File: src/rtl/mfp_irq_pkg.sv
// rtl/mfp_irq_pkg.sv - shared constants, FSM state type and register bank helper for the MFP interrupt arbiter
package mfp_irq_pkg;

    localparam int NSRC = 16;

    localparam logic [3:0] ADDR_IERA = 4'd0;
    localparam logic [3:0] ADDR_IERB = 4'd1;
    localparam logic [3:0] ADDR_IPRA = 4'd2;
    localparam logic [3:0] ADDR_IPRB = 4'd3;
    localparam logic [3:0] ADDR_ISRA = 4'd4;
    localparam logic [3:0] ADDR_ISRB = 4'd5;
    localparam logic [3:0] ADDR_IMRA = 4'd6;
    localparam logic [3:0] ADDR_IMRB = 4'd7;
    localparam logic [3:0] ADDR_VR   = 4'd8;

    localparam int VR_S_BIT    = 3;
    localparam int VR_BASE_LSB = 4;

    typedef enum logic [1:0] {
        IDLE = 2'd0,
        VEC  = 2'd1,
        WAIT = 2'd2
    } irq_state_t;

    // Bank A occupies bits [15:8] at the even address, bank B bits [7:0] at the next one.
    function automatic logic [15:0] bank_mask(input logic wr, input logic [3:0] addr,
                                              input logic [3:0] addr_a);
        if (!wr)
            return 16'h0000;
        if (addr == addr_a)
            return 16'hFF00;
        if (addr == addr_a + 4'd1)
            return 16'h00FF;
        return 16'h0000;
    endfunction

endpackage

File: src/rtl/mfp_prio_enc16.sv
// rtl/mfp_prio_enc16.sv - 16-bit priority encoder, highest set bit wins
module mfp_prio_enc16 (
    input  logic [15:0] i_req,
    output logic        o_valid,
    output logic [3:0]  o_idx
);

    always_comb begin
        o_valid = 1'b0;
        o_idx   = 4'd0;
        for (int i = 0; i < 16; i++) begin
            if (i_req[i]) begin
                o_valid = 1'b1;
                o_idx   = 4'(i);
            end
        end
    end

endmodule

File: src/rtl/mfp_irq_ctrl.sv
// rtl/mfp_irq_ctrl.sv - MFP interrupt arbiter: IE/IP/IS/IM registers, IRQ prioritisation, IACK vectoring
module mfp_irq_ctrl #(
    parameter int         NSRC     = 16,
    parameter logic [7:0] VR_RESET = 8'h00
) (
    input  logic            CLK,
    input  logic            RST,
    input  logic            SEL,
    input  logic            WE,
    input  logic [3:0]      ADDR,
    input  logic [7:0]      DAT_I,
    output logic [7:0]      DAT_O,
    input  logic [NSRC-1:0] SRC_PULSE,
    input  logic            IACK,
    output logic            IRQ_N,
    output logic [7:0]      VEC_O,
    output logic            VEC_VALID
);
    import mfp_irq_pkg::*;

    logic [NSRC-1:0] r_ie, r_ip, r_is, r_im;
    logic [7:3]      r_vr;
    logic            r_iack_d;
    logic            r_irq_n;
    logic [7:0]      r_vec_o;
    logic            r_vec_valid;
    irq_state_t      r_state, w_state_next;

    logic            w_wr, w_s, w_cand_valid, w_is_valid, w_ack_fire, w_irq_req;
    logic [3:0]      w_cand_idx, w_is_idx;
    logic [NSRC-1:0] w_wdat, w_ier_m, w_ipr_m, w_isr_m, w_imr_m;
    logic [NSRC-1:0] w_ier_clr, w_ipr_clr, w_isr_clr, w_ack_bit, w_set;

    mfp_prio_enc16 u_cand_enc (
        .i_req   (r_ip & r_im),
        .o_valid (w_cand_valid),
        .o_idx   (w_cand_idx)
    );

    mfp_prio_enc16 u_is_enc (
        .i_req   (r_is),
        .o_valid (w_is_valid),
        .o_idx   (w_is_idx)
    );

    assign w_wr      = SEL & WE;
    assign w_s       = r_vr[VR_S_BIT];
    assign w_wdat    = {DAT_I, DAT_I};
    assign w_ier_m   = bank_mask(w_wr, ADDR, ADDR_IERA);
    assign w_ipr_m   = bank_mask(w_wr, ADDR, ADDR_IPRA);
    assign w_isr_m   = bank_mask(w_wr, ADDR, ADDR_ISRA);
    assign w_imr_m   = bank_mask(w_wr, ADDR, ADDR_IMRA);
    assign w_ier_clr = w_ier_m & ~w_wdat;
    assign w_ipr_clr = w_ipr_m & ~w_wdat;
    assign w_isr_clr = w_isr_m & ~w_wdat;
    assign w_ack_bit = w_ack_fire ? (16'h0001 << w_cand_idx) : '0;
    assign w_set     = SRC_PULSE & r_ie;

    // In software-EOI mode a candidate only interrupts if it outranks everything in service.
    assign w_irq_req = w_cand_valid && (!w_s || !w_is_valid || (w_cand_idx > w_is_idx));

    always_comb begin
        w_state_next = r_state;
        w_ack_fire   = 1'b0;
        case (r_state)
            IDLE: if (IACK && !r_iack_d) w_state_next = VEC;
            VEC: begin
                w_ack_fire   = w_cand_valid;
                w_state_next = WAIT;
            end
            WAIT: if (!IACK) w_state_next = IDLE;
            default: w_state_next = IDLE;
        endcase
    end

    always_ff @(posedge CLK) begin
        if (RST)
            r_state <= IDLE;
        else
            r_state <= w_state_next;
    end

    // Same-bit collisions: a pulse beats IPR/ACK clears, an IER disable beats the pulse,
    // and an ACK set beats an ISR clear.
    always_ff @(posedge CLK) begin
        if (RST) begin
            r_ie        <= '0;
            r_ip        <= '0;
            r_is        <= '0;
            r_im        <= '0;
            r_vr        <= VR_RESET[7:3];
            r_iack_d    <= 1'b0;
            r_irq_n     <= 1'b1;
            r_vec_o     <= 8'h00;
            r_vec_valid <= 1'b0;
        end else begin
            r_ie        <= (r_ie & ~w_ier_m) | (w_wdat & w_ier_m);
            r_im        <= (r_im & ~w_imr_m) | (w_wdat & w_imr_m);
            r_ip        <= ((r_ip & ~w_ipr_clr & ~w_ack_bit) | w_set) & ~w_ier_clr;
            r_is        <= w_s ? ((r_is & ~w_isr_clr) | w_ack_bit) : '0;
            r_iack_d    <= IACK;
            r_irq_n     <= ~w_irq_req;
            r_vec_valid <= w_ack_fire;
            if (w_wr && (ADDR == ADDR_VR))
                r_vr <= DAT_I[7:3];
            if (w_ack_fire)
                r_vec_o <= {r_vr[7:VR_BASE_LSB], w_cand_idx};
        end
    end

    always_comb begin
        DAT_O = 8'h00;
        case (ADDR)
            ADDR_IERA: DAT_O = r_ie[15:8];
            ADDR_IERB: DAT_O = r_ie[7:0];
            ADDR_IPRA: DAT_O = r_ip[15:8];
            ADDR_IPRB: DAT_O = r_ip[7:0];
            ADDR_ISRA: DAT_O = r_is[15:8];
            ADDR_ISRB: DAT_O = r_is[7:0];
            ADDR_IMRA: DAT_O = r_im[15:8];
            ADDR_IMRB: DAT_O = r_im[7:0];
            ADDR_VR:   DAT_O = {r_vr, 3'b000};
            default:   DAT_O = 8'h00;
        endcase
    end

    assign IRQ_N     = r_irq_n;
    assign VEC_O     = r_vec_o;
    assign VEC_VALID = r_vec_valid;

endmodule

File: config.mk
export PLATFORM = sky130hd
export DESIGN_NAME = mfp_irq_ctrl
export DESIGN_NICKNAME = d
export VERILOG_FILES = /design/src/rtl/mfp_irq_pkg.sv /design/src/rtl/mfp_prio_enc16.sv /design/src/rtl/mfp_irq_ctrl.sv
export SDC_FILE = /design/constraint.sdc
export NUM_CORES = 1
export LEC_CHECK = 0
export CORE_ASPECT_RATIO = 1.4
export CORE_MARGIN = 1
export CORE_UTILIZATION = 60
export CTS_BUF_LIST = sky130_fd_sc_hd__clkbuf_4
export DETAILED_ROUTE_END_ITERATION = 6
export GPL_TIMING_DRIVEN = 0
export PLACE_DENSITY_LB_ADDON = 0.3
export SYNTH_ARGS = -nofsm -noshare
export SYNTH_HDL_FRONTEND = slang
export SYNTH_SLANG_ARGS = --single-unit
export TNS_END_PERCENT = 30
File: constraint.sdc
create_clock -name CLK -period 3.5 [get_ports CLK]
set_clock_uncertainty 0.15 [all_clocks]
set_input_delay 0.525 -clock CLK [delete_from_list [all_inputs] [get_ports CLK]]
set_output_delay 0.525 -clock CLK [all_outputs]
set_load 0.1 [all_outputs]
==> results.py <==
metrics = {
    "critical_path": {
        "worstSetupEndpointType": "output port",
        "crit_required_ns": 2.82,
        "critPathLaunchType": "input port",
        "crit_fanout": 10,
        "arrival_ns": 2.79,
        "path_class": "input port to output port",
    },
    "clocking": {
        "cts_tree": "built",
        "cts_made_buffers": 9,
        "clk_pin_slew_ns": 0.12,
        "holdBufCountCts": 0,
        "clock_sinks": 82,
        "cts.path.max_buffers": 2,
        "root_buffer": "clkbuf_4",
        "clock_latency_ns": 0.46,
        "htreeDepth": 3,
    },
    "drt": {
        "ant_nets": 0,
        "vias": 4894,
        "first_pass_iters": 7,
        "wire_per_inst_um": 24.6,
        "drtIter0Drc": 675,
        "drc": 0,
        "wirelength_um": 17200,
        "detail_route.vias_per_cell": 7.01,
    },
    "grt": {
        "grt_pass1_wl_um": 26200,
        "grtUsageMet3_pct": 18.1,
        "top_usage_layer": "met2",
        "overflow": 0,
        "antenna_found_initial": 0,
        "met1_usage_pct": 52.7,
        "grt_usage_pct": 47.0,
        "use_met2_pct": 69.5,
        "grt_pass1_vias": 4814,
        "grt_max_degree": 14,
    },
    "status": {
        "run_status": "finished, final reports clean",
    },
    "sta": {
        "finalSetupViolCount": 0,
        "worst_slew_pin_slew_ns": 0.989,
        "relSlewSlack_pct": 33.9,
        "layout_min_cycle_time_ns": 3.46,
        "hold_viol": 0,
        "rsz0062_at_grt": "yes",
        "fmax_ghz": 0.289,
        "maxSlewViolCount": 0,
        "period_share_pct": 98.9,
    },
    "synthesis": {
        "ys_async_sr_fraction_pct": 0,
        "syn_nets": 578,
        "synth-seq-cells": 82,
        "synth_ff_type": "dfxtp_1",
        "avgSynthCellArea_sq_um": 8.38,
        "synth-seq-area-share_pct": 36.2,
        "synth_area_sq_mm": 0.00453,
        "synth_edf_count": 0,
        "yosys_warnings": 0,
        "synthDistinctLibCells": 62,
        "synthCells": 541,
    },
    "finish": {
        "final_cell_mix": "dfxtp_1, nor2_1, a21oi_1, nand2_1, mux2i_1",
        "n_antenna_cell": 0,
        "design_area_sq_mm": 0.00531,
        "fin_util_pct": 72.6,
        "drive_gt1_share_pct": 10.1,
        "syn2layout_area_growth_pct": 17.2,
        "nets": 634,
        "final_common_cell": "dfxtp_1",
    },
    "floorplanning": {
        "boundaryPins": 51,
        "start_util_pct": 62.0,
        "dieWidth_um": 75.5,
        "dieArea_sq_mm": 0.00791,
        "rows": 37,
        "die_y_um": 105,
        "coreArea_sq_mm": 0.00731,
    },
    "flow_run": {
        "cap_viol_max_count": 0,
    },
    "worst_hold_path": {
        "hold_class": "flip-flop to flip-flop",
    },
    "place": {
        "place.gp.congestion": 1.02,
        "io_buffers": 45,
        "place_hpwl_um": 12700,
        "place_area_sq_mm": 0.00510,
    },
    "pwr": {
        "p_per_area_mw_per_mm2": 346,
        "vdd_ir_drop_max_mv": 0.318,
        "power.total_mw": 1.84,
        "leakage_nw": 1.85,
    },
}
==> path summary, 6_finish.rpt <==
check / from / endpoint / slack [ns] / cells past startpoint
setup / recovery: ADDR[2] / DAT_O[0] / 0.04 / 9
hold / removal: r_iack_d$_SDFF_PP0_ / r_state[0]$_SDFFE_PP0P_ / 0.27 / 1
setup reg to reg: r_ip[11]$_SDFF_PP0_ / IRQ_N$_SDFF_PP1_ / 0.29 / 11
hold reg to reg: r_iack_d$_SDFF_PP0_ / r_state[0]$_SDFFE_PP0P_ / 0.27 / 1
==> power breakdown <==
part           internal, mW  switching, mW
Sequential            0.940        0.00724
Clock                 0.366          0.338
Combinational        0.0651          0.121
==> worst max-delay path, stage by stage <==
cell and delay, ns:
clkdlybuf4s50_1 0.56, buf_4 0.23, buf_4 0.25, buf_4 0.23
mux2i_1 0.31, o21ai_0 0.11, mux2i_1 0.20, o21ai_1 0.10
buf_4 0.26
==> cells in the mapped netlist, drive strengths merged (4+ instances only) <==
master | number | area, sq um
mux2i | 40 | 400
o32ai | 5 | 43.8
a211oi | 5 | 37.5
a31oi | 8 | 50.1
dfxtp | 82 | 1640
buf | 15 | 93.8
clkbuf | 14 | 52.6
a21oi | 52 | 260
or3 | 14 | 92.6
nand2 | 46 | 173
inv | 4 | 15.0
nor3b | 6 | 50.1
nand2b | 5 | 31.3
nor3 | 12 | 87.6
mux2 | 6 | 67.6
o22ai | 4 | 25.0
nand3 | 25 | 125
and2 | 5 | 33.8
o21a | 9 | 67.6
a41oi | 6 | 52.6
a22oi | 12 | 95.1
a32o | 7 | 70.1
ha | 4 | 50.1
nor4b | 4 | 35.0
o21ai | 33 | 165
a221oi | 4 | 35.0
nor2 | 63 | 259
a22o | 8 | 70.1
nor2b | 11 | 68.8
==> cells by family (layout without fill, tap and decap cells) <==
group,count (synthesis),in the layout,share of synthesized area [%]
AND/OR/NAND/NOR,203,203,23.3
AO/OA/AOI/OAI,171,171,24.9
flip-flops,82,82,36.2
multiplexers,47,47,10.8
buffers and inverters,34,94,3.64
adder cells (fa/ha/maj),4,4,1.10
==> cell type report <==
class | count | area (sq um)
clock inverters | 5 | 103
flip-flops and latches | 82 | 1640
clock buffers | 10 | 75.1
repair buffers | 45 | 433
plain buffers | 29 | 160
inverters | 5 | 18.8
well taps | 97 | 121
fillers | 601 | 2000
multi-input cells | 425 | 2760
==> metal layers <==
layer,part of all wire [%],routed length (um)
met1,34,5770
met2,45,7740
met3,12,2060
met4,9.2,1570
met5,0,0
==> metrics by stage <==
| stage | hold slack (ns) | setup WS, ns | TNS, ns | std cells |
|---|---|---|---|---|
| after CTS | 0.255 | -0.0750 | -0.0750 | 698 |
| after global routing | 0.272 | -0.0108 | -0.0108 | 698 |
| final | 0.271 | 0.0390 | 0 | 698 |
| after floorplan | 0.224 | -0.282 | -1.06 | 541 |
| after detailed placement | 0.255 | -1.04 | -7.20 | 683 |
| after global placement | 0.235 | -0.981 | -7.12 | 683 |
==> repair_timing <==
action,CTS,global route
resized for setup,52,12
buffers inserted,0,0
endpoints found under the setup margin,8,8
(Power assumes the default switching activity.)
